**src/rtl/hazard_stall_ctrl_pkg.sv**
```systemverilog
// Shared definitions for the hazard/stall controller: FSM state encoding
// and parameter defaults used by hazard_stall_ctrl and hazard_detect.
package hazard_stall_ctrl_pkg;

  // Controller states
  localparam logic [1:0] ST_RUN    = 2'b00;
  localparam logic [1:0] ST_DRAIN  = 2'b01;
  localparam logic [1:0] ST_HALTED = 2'b10;

  // Parameter defaults
  localparam int HSC_BITS_REGS_DEF    = 5;
  localparam int HSC_DRAIN_CYCLES_DEF = 3;
  localparam int HSC_CNT_BITS_DEF     = 16;

  // Width of a down-counter that must hold values 0 .. n-1 (minimum 1 bit)
  function automatic int drain_cnt_width(input int n);
    return (n > 1) ? $clog2(n) : 1;
  endfunction

endpackage

```
**src/rtl/hazard_detect.sv**
```systemverilog
// hazard_detect: purely combinational load-use comparator. Flags a stall
// when a load in EX writes a register read in ID, or when a load in MEM
// writes the base register of a JALR/JR sitting in ID.
module hazard_detect
  import hazard_stall_ctrl_pkg::*;
#(
  parameter int BITS_REGS = HSC_BITS_REGS_DEF
) (
  input  logic                 i_IDEX_MemRead,
  input  logic                 i_EXMEM_MemRead,
  input  logic                 i_JALR,
  input  logic [BITS_REGS-1:0] i_IDEX_Rt,
  input  logic [BITS_REGS-1:0] i_EXMEM_Rt,
  input  logic [BITS_REGS-1:0] i_IFID_Rs,
  input  logic [BITS_REGS-1:0] i_IFID_Rt,
  output logic                 o_hazard
);

  logic w_ex_load_use;
  logic w_mem_jalr_use;

  // Compare producer destinations against consumer sources
  always_comb begin
    w_ex_load_use  = i_IDEX_MemRead &
                     ((i_IDEX_Rt == i_IFID_Rs) | (i_IDEX_Rt == i_IFID_Rt));
    w_mem_jalr_use = i_EXMEM_MemRead & i_JALR & (i_EXMEM_Rt == i_IFID_Rs);
    o_hazard       = w_ex_load_use | w_mem_jalr_use;
  end

endmodule

```
**src/rtl/hazard_stall_ctrl.sv**
```systemverilog
// hazard_stall_ctrl: pipeline stall/flush/halt controller.
// RUN handles memory hold, branch flush and load-use bubbles; a HALT in ID
// drains the pipe for DRAIN_CYCLES before entering the sticky HALTED state.
// Optional feature: define HAZARD_STALL_CNT_EN to build the saturating
// stall-cycle counter on o_stall_cnt (otherwise it is tied to zero).
module hazard_stall_ctrl
  import hazard_stall_ctrl_pkg::*;
#(
  parameter int BITS_REGS    = HSC_BITS_REGS_DEF,
  parameter int DRAIN_CYCLES = HSC_DRAIN_CYCLES_DEF,
  parameter int CNT_BITS     = HSC_CNT_BITS_DEF
) (
  input  logic                 i_clk,
  input  logic                 i_reset_n,
  input  logic                 i_EXMEM_Flush,
  input  logic                 i_IDEX_MemRead,
  input  logic                 i_EXMEM_MemRead,
  input  logic                 i_JALR,
  input  logic                 i_HALT,
  input  logic                 i_mem_busy,
  input  logic [BITS_REGS-1:0] i_IDEX_Rt,
  input  logic [BITS_REGS-1:0] i_EXMEM_Rt,
  input  logic [BITS_REGS-1:0] i_IFID_Rs,
  input  logic [BITS_REGS-1:0] i_IFID_Rt,
  output logic                 o_Mux_Risk,
  output logic                 o_pc_Write,
  output logic                 o_IFID_Write,
  output logic                 o_pipe_hold,
  output logic                 o_Latch_Flush,
  output logic                 o_halted,
  output logic [CNT_BITS-1:0]  o_stall_cnt
);

  localparam int DCW = drain_cnt_width(DRAIN_CYCLES);

  logic [1:0]     r_state;
  logic [DCW-1:0] r_drain_cnt;
  logic           r_flush_pend;

  logic [1:0]     w_next_state;
  logic [DCW-1:0] w_next_cnt;
  logic           w_next_pend;
  logic           w_hazard;
  logic           w_flush_req;
  logic           w_pc_write;
  logic           w_ifid_write;
  logic           w_mux_risk;
  logic           w_pipe_hold;
  logic           w_latch_flush;
  logic           w_halted;

  hazard_detect #(
    .BITS_REGS (BITS_REGS)
  ) u_hazard_detect (
    .i_IDEX_MemRead  (i_IDEX_MemRead),
    .i_EXMEM_MemRead (i_EXMEM_MemRead),
    .i_JALR          (i_JALR),
    .i_IDEX_Rt       (i_IDEX_Rt),
    .i_EXMEM_Rt      (i_EXMEM_Rt),
    .i_IFID_Rs       (i_IFID_Rs),
    .i_IFID_Rt       (i_IFID_Rt),
    .o_hazard        (w_hazard)
  );

  // A flush seen while memory was busy is remembered and replayed once it frees up
  assign w_flush_req = i_EXMEM_Flush | r_flush_pend;

  // Output decode and next-state logic
  always_comb begin
    w_pc_write    = 1'b1;
    w_ifid_write  = 1'b1;
    w_mux_risk    = 1'b0;
    w_pipe_hold   = 1'b0;
    w_latch_flush = 1'b0;
    w_halted      = 1'b0;
    w_next_state  = r_state;
    w_next_cnt    = r_drain_cnt;
    w_next_pend   = 1'b0;
    case (r_state)
      ST_RUN: begin
        if (i_mem_busy) begin
          w_pc_write   = 1'b0;
          w_ifid_write = 1'b0;
          w_pipe_hold  = 1'b1;
          w_next_pend  = w_flush_req;
        end else if (w_flush_req) begin
          w_latch_flush = 1'b1;
        end else if (w_hazard) begin
          w_mux_risk   = 1'b1;
          w_pc_write   = 1'b0;
          w_ifid_write = 1'b0;
        end else if (i_HALT) begin
          w_pc_write = 1'b0;
          w_next_cnt = DCW'(DRAIN_CYCLES - 1);
          // With a single drain cycle the counter starts at zero: halt directly
          if (DRAIN_CYCLES <= 1) begin
            w_next_state = ST_HALTED;
          end else begin
            w_next_state = ST_DRAIN;
          end
        end else begin
          w_next_state = ST_RUN;
        end
      end
      ST_DRAIN: begin
        if (i_mem_busy) begin
          w_pc_write   = 1'b0;
          w_ifid_write = 1'b0;
          w_pipe_hold  = 1'b1;
          w_next_pend  = w_flush_req;
        end else if (w_flush_req) begin
          // HALT was on the wrong path: resume fetching
          w_latch_flush = 1'b1;
          w_next_state  = ST_RUN;
          w_next_cnt    = {DCW{1'b0}};
        end else begin
          w_pc_write = 1'b0;
          if (r_drain_cnt <= DCW'(1)) begin
            w_next_state = ST_HALTED;
            w_next_cnt   = {DCW{1'b0}};
          end else begin
            w_next_cnt = r_drain_cnt - DCW'(1);
          end
        end
      end
      ST_HALTED: begin
        w_pc_write   = 1'b0;
        w_ifid_write = 1'b0;
        w_pipe_hold  = 1'b1;
        w_halted     = 1'b1;
      end
      default: begin
        w_pc_write   = 1'b0;
        w_ifid_write = 1'b0;
        w_pipe_hold  = 1'b1;
        w_next_state = ST_RUN;
        w_next_cnt   = {DCW{1'b0}};
      end
    endcase
  end

  // State, drain counter and deferred-flush registers
  always_ff @(posedge i_clk or negedge i_reset_n) begin
    if (!i_reset_n) begin
      r_state      <= ST_RUN;
      r_drain_cnt  <= {DCW{1'b0}};
      r_flush_pend <= 1'b0;
    end else begin
      r_state      <= w_next_state;
      r_drain_cnt  <= w_next_cnt;
      r_flush_pend <= w_next_pend;
    end
  end

`ifdef HAZARD_STALL_CNT_EN
  logic [CNT_BITS-1:0] r_stall_cnt;

  // Saturating count of cycles where the PC is held, excluding HALTED
  always_ff @(posedge i_clk or negedge i_reset_n) begin
    if (!i_reset_n) begin
      r_stall_cnt <= {CNT_BITS{1'b0}};
    end else if ((r_state != ST_HALTED) && !w_pc_write &&
                 (r_stall_cnt != {CNT_BITS{1'b1}})) begin
      r_stall_cnt <= r_stall_cnt + CNT_BITS'(1);
    end else begin
      r_stall_cnt <= r_stall_cnt;
    end
  end

  assign o_stall_cnt = r_stall_cnt;
`else
  assign o_stall_cnt = {CNT_BITS{1'b0}};
`endif

  assign o_Mux_Risk    = w_mux_risk;
  assign o_pc_Write    = w_pc_write;
  assign o_IFID_Write  = w_ifid_write;
  assign o_pipe_hold   = w_pipe_hold;
  assign o_Latch_Flush = w_latch_flush;
  assign o_halted      = w_halted;

endmodule

```
**config.mk**
```make
export PLATFORM = sky130hd
export DESIGN_NAME = hazard_stall_ctrl
export DESIGN_NICKNAME = d
export VERILOG_FILES = /design/src/rtl/hazard_stall_ctrl_pkg.sv /design/src/rtl/hazard_detect.sv /design/src/rtl/hazard_stall_ctrl.sv
export SDC_FILE = /design/constraint.sdc
export NUM_CORES = 1
export LEC_CHECK = 0
export ABC_AREA = 1
export CAP_MARGIN = 20
export CORE_AREA = 2 2 50 52
export CTS_BUF_LIST = sky130_fd_sc_hd__clkbuf_8
export CTS_CLUSTER_SIZE = 8
export DETAILED_ROUTE_END_ITERATION = 16
export DIE_AREA = 0 0 52 54
export PLACE_DENSITY = 0.81
export SETUP_SLACK_MARGIN = 0.15
export SYNTH_ARGS = -nofsm -noshare
export SYNTH_HDL_FRONTEND = slang
export SYNTH_SLANG_ARGS = --single-unit
```
**constraint.sdc**
```tcl
create_clock -name i_clk -period 1.19 [get_ports i_clk]
set_input_delay 0.119 -clock i_clk [delete_from_list [all_inputs] [get_ports i_clk]]
set_output_delay 0.119 -clock i_clk [all_outputs]
set_load 0.02 [all_outputs]
```
**After elaboration in Yosys (flattened, before gate mapping)**

Index checks and enable logic that the tools add are counted.

- Add/subtract/negate cells: 1
- Order comparisons: 1
- Equal/unequal tests: 11
- Multiplexer cells: 38
- Bitwise gates (word level): 7
- Reduce and logical (&&, ||, !) cells: 4

Operators with widths:

| cell | count |
|---|---|
| $mux 2 | 13 |
| $mux 1 | 21 |
| $eq 5x5->1 | 3 |
| $pmux 2 s3 | 2 |
| $reduce_and 6->1 | 2 |
| $ne 2x2->1 const B | 5 |
| $pmux 1 s2 | 2 |
| $and 1x1->1 | 3 |
| $ne 3x3->1 const B | 1 |
| $or 1x1->1 | 3 |
| $eq 2x1->1 const B | 1 |
| $eq 2x2->1 const B | 1 |
| $le 2x1->1 const B | 1 |
| $logic_not 2->1 | 1 |
| $reduce_or 2->1 | 1 |
| $sub 2x1->2 const B | 1 |
| $not 1->1 | 1 |

- Bits in registers: 5
- Input port bits: 28
- Output and inout port bits: 22
- Word-level logic and storage cells: 65

**Longest topological paths before layout**

- Word-level depth: 8
- Mapped depth: 12
- Gate-level depth less buffers: 12

**By module**

Synthesis repeated with hierarchy kept, for this count alone.

- Cell total of the unflattened synthesis: 130
- Area total of the unflattened synthesis: 728.2 µm²

By module, submodules not included:

| module | times used | cells each | area an instance (µm²) | seq. area each (µm²) |
|---|---|---|---|---|
| hazard_stall_ctrl | 1 | 68 | 465.4 | 125.1 |
| hazard_detect | 1 | 62 | 262.8 | 0.0 |

**Worst setup path after synthesis**

OpenSTA, ideal clock, no wires.

- Path kind: register to output
- Start point: reg r_state[1]
- End point: out o_Mux_Risk
- Arrival: 1,352 ps
- Path slack: -281 ps
- Stages on the path, launching flop included: 4
- Buffers on the path: 1
- Cells stage by stage: dfrtp_1 > or2_1 > clkbuf_1 > nor3_1

- Longest elaborated chain between the ends: 2

Ends and longest elaborated chain:

| element | line | text |
|---|---|---|
| start: declaration | hazard_stall_ctrl.sv:36 | `logic [1:0] r_state;` |
| start signal: assignment | hazard_stall_ctrl.sv:149 | `r_state <= w_next_state;` |
| $logic_not 2->1 | hazard_stall_ctrl.sv:79 | `case (r_state)` |
| $mux 1 | hazard_stall_ctrl.sv:79 |  |
| end: declaration | hazard_stall_ctrl.sv:25 | `output logic o_Mux_Risk,` |

No other way between the ends.

**Final worst setup path**

- Start point: reg r_state[1]
- End point: out o_pc_Write

- Longest elaborated chain between the ends: 2

Ends and longest elaborated chain:

| element | line | text |
|---|---|---|
| $eq 2x1->1 or $logic_not 2->1 (tied branches) | hazard_stall_ctrl.sv:79 |  |
| $pmux 1 s2 (*) | hazard_stall_ctrl.sv:79 |  |
| end: declaration | hazard_stall_ctrl.sv:26 | `output logic o_pc_Write,` |

Mark *: on every way between the ends. The rest lies on a longest branch, timed or not.

==> summary by stage <==
Status
The flow ran to the end, but the final reports show violations. The final reports fail on setup timing.

Floorplanning
The floorplan step set the die width to 52 um. The total die area is 2810 um^2. The initial core utilization is 31.3%. The area inside the core boundary is 2320 um^2. The die span in y is 54 um. The number of placed I/O pins is 50.

The total number of placement rows is 18.

STA
The setup-violating endpoint count in the final report is 10. The max-slew violation total from the final report came to 0. For the final database, setup skew stands at 4.08 ps. Timing would allow up to 719 MHz. The time the final worst path needs with I/O delays and setup is 1390 ps. Setup repair after global routing could not meet its margin everywhere.

The final clock period utilization by the worst path is 117%. The number of hold-slack violations in the final timing report is 0. The final worst slack is -200 ps. The worst hold margin is 115 ps.

Setup path
The worst setup path is captured at a primary output. In this run the critical register-to-register path is captured at r_state[1]$_DFFE_PN0P_. Traced cell by cell, the critical path runs through or2_4, o21ai_1, o21ai_1, nor2_2, buf_6. The cell that appears most often on the critical path is sky130_fd_sc_hd__o21ai_1. The slack of the worst reg-to-reg path is -160 ps. The startpoint identified for the worst register-to-register timing path is r_state[1]$_DFFE_PN0P_. The largest stage delay on the critical path is 370 ps. For the worst setup path, the data arrival time is 1270 ps. STA puts the critical path data required time at 1070 ps. The standard cell with the maximum stage delay on the critical path is sky130_fd_sc_hd__dfrtp_1.

The worst setup path is of the reg -> out kind. The number of cell instances on the worst register-to-register path is 10. The sort of element at the start of the critical path is a flip-flop. The highest net fanout along the worst path is 4.

Synth
The mean cell area of the mapped netlist is 5.46 um^2. Yosys printed 0 warnings. The count of unique library cells instantiated by Yosys is 18. Summing the sequential cell areas from Yosys gives 17.2% of the chip area. After technology mapping, the gate count stands at 133. The mapped cell area is 726 um^2.

Counting flops and latches in the post-synthesis netlist gives 5.

Global routing
The first global-routing pass estimated 2880 um of wire. The via count of the first global-routing pass is 733. Entering global routing, the biggest net connects 7 pins. Global routing finished with a remaining overflow of 0. The initial antenna violation count is 0. The combined global-route utilization of all metal layers is 13.6%.

Clocking
CTS built an H-tree with a depth of 1. The tree is rooted in a sky130_fd_sc_hd__clkbuf_8. The hold-fix buffer count after cts is 0. After clock tree synthesis, the clock-pin slew on the worst setup and hold paths is 40 ps. The CTS buffer count is 3. The TritonCTS clock tree is yes. The longest clock path from root to sink contains 2 buffers. The clock insertion delay at the later pin of the skew report is 220 ps.

Counting every sink on the clock net gives 5.

Cells and area
The commonest non-fill, non-tap cell in the layout is sky130_fd_sc_hd__nand2_1. For this run, the post-layout net count is 208. The top cell types in the final layout, fill and taps aside, are sky130_fd_sc_hd__nand2_1, sky130_fd_sc_hd__inv_1, sky130_fd_sc_hd__conb_1.

At the end of the flow the core is filled with cells to 51.9%. The finished layout cell area is 1200 um^2. The area growth from synthesis to layout is 66.0%.

The repair_antennas step left the layout with diodes totalling 0. In the final layout, the share of cells above drive strength 1 is 35.2%. The number of filler instances in the final layout is 228.

Drt
Dividing the detail-routed via count by the number of cells gives 4.07. The routed design has 1920 um of wire. The routed layout has 850 vias. In the final routed layout, each cell accounts on average for 9.20 um.

The routed length on met3 is 149 um. The top metal layer carrying routed signals is met4. For this block, wires on met1 add up to 725 um. Wire segments on met2 add up to 1020 um in the final route. In this run, the number of DRC markers left after iteration 0 of detailed routing was 17. The first TritonRoute pass finished after 4 iterations. The count of nets left with antenna violations once routing finished came out at 0.

In the routed design, unresolved DRC markers number 0.

Place
Port buffering added 33 buffers. The instance area at placement is 1090 um^2. The global placer's final weighted congestion is 0.750.

The HPWL after detailed placement is 1340 um.

Power
Of the total power, the clock network draws 17.5%. The maximum resistive drop on vdd is 1.03 mV. The share of total power dissipated in sequential elements is 18.3%. The leakage dissipation is 0.695 nW. Summed over all nets, the switching power comes to 0.767 mW. The part of the power in combinational logic is 64.1%.

In this run the power density over the cells is 1430 nW/um^2. Internal power comes to 0.962 mW. Of the total power, the share spent switching nets is 44.4%.

Worst hold path
The path type of the worst min-delay path is in -> async.

Flow run
The total of max-cap violations is 0.
synth_stat cells:
library cell | number | area, um^2
sky130_fd_sc_hd__a21oi_1 | 4 | 20.0
sky130_fd_sc_hd__conb_1 | 1 | 3.75
sky130_fd_sc_hd__xnor2_1 | 2 | 17.5
sky130_fd_sc_hd__o21ai_1 | 1 | 5.00
sky130_fd_sc_hd__or2_1 | 1 | 6.26
sky130_fd_sc_hd__nand3_1 | 8 | 40.0
sky130_fd_sc_hd__buf_4 | 16 | 120
sky130_fd_sc_hd__inv_1 | 22 | 82.6
sky130_fd_sc_hd__dfrtp_1 | 5 | 125
sky130_fd_sc_hd__clkbuf_8 | 1 | 13.8
sky130_fd_sc_hd__nor2_1 | 19 | 71.3
sky130_fd_sc_hd__o22ai_1 | 2 | 12.5
sky130_fd_sc_hd__nand2_1 | 41 | 154
sky130_fd_sc_hd__nand2_2 | 3 | 18.8
sky130_fd_sc_hd__nand4_1 | 1 | 6.26
sky130_fd_sc_hd__nor3_1 | 2 | 10.0
sky130_fd_sc_hd__o21ai_0 | 3 | 15.0
sky130_fd_sc_hd__clkbuf_1 | 1 | 3.75
routing by layer:
layer / global-route usage [%] / vias to the layer above
met5: 0 / -
met4: 3.51 / 0
met3: 3.06 / 2
met2: 25.7 / 39
met1: 15.3 / 351
li1: - / 458
logic make-up after synthesis:
logic type             Yosys count  synth area share, %
flip-flops                       5                 17.2
other                            1                0.517
AND/OR/NAND/NOR                 75                 42.2
buffers and inverters           40                 30.3
XOR/XNOR                         2                 2.41
AO/OA/AOI/OAI                   10                 7.24
how the worst max path moves through the flow:
stage / from / slack (ps) / end
after global routing: r_state[1]$_DFFE_PN0P_ / -280 / o_pc_Write
after floorplan: r_state[1]$_DFFE_PN0P_ / -60 / o_pc_Write
after CTS: r_state[1]$_DFFE_PN0P_ / -190 / o_pc_Write
after detailed placement: i_IDEX_Rt[0] / -920 / o_IFID_Write
after global placement: i_IFID_Rs[0] / -890 / o_IFID_Write
final: r_state[1]$_DFFE_PN0P_ / -200 / o_pc_Write
stage by stage:
| stage | setup TNS [ps] | total power, mW | std cells | setup WS [ps] |
|---|---|---|---|---|
| 2_1_floorplan | -66.8 | 0.866 | 148 | -57.9 |
| 3_3_place_gp | -5560 | 1.15 | 201 | -895 |
| 3_5_place_dp | -5700 | 1.15 | 201 | -923 |
| 4_1_cts | -1120 | 1.58 | 208 | -189 |
| 5_1_grt | -1950 | 1.86 | 209 | -280 |
| 6_report | -1290 | 1.73 | 209 | -200 |
critical path: cells and delay by family (launching register included):
kind | cells | cell delay [ps]
DFF | 1 | 370
and+or+nand+nor | 2 | 350
AOI/OAI and AO/OA | 2 | 210
buffers and inverters | 1 | 120
sequential cells by signal, indices dropped and copies added, names as in the netlist:
name          cells
r_state           2
r_drain_cnt       2
r_flush_pend      1
timing repair:
action,4_1_cts,5_1_grt
resized for setup,115,17
pin swaps,34,13
setup endpoints to repair,10,11
buffers inserted,3,1
power groups by stage:
| stage | Clock [mW] | Sequential [mW] | Combinational (mW) |
|---|---|---|---|
| after floorplan | 0 | 0.280 | 0.585 |
| after global placement | 0 | 0.300 | 0.848 |
| after detailed placement | 0 | 0.299 | 0.852 |
| after CTS | 0.310 | 0.305 | 0.961 |
| after global routing | 0.326 | 0.324 | 1.21 |
| final | 0.303 | 0.317 | 1.11 |
area by class of cell:
cell class | instances | area, um^2 | share of cell area, %
clock buffers | 3 | 41.3 | 3.43
clock inverters | 1 | 3.75 | 0.312
inverters | 22 | 87.6 | 7.27
multi-input cells | 103 | 549 | 45.6
flip-flops and latches | 5 | 125 | 10.4
well taps | 30 | 37.5 | 3.12
repair buffers | 45 | 360 | 29.9
Power figures use the tool's default switching activity.
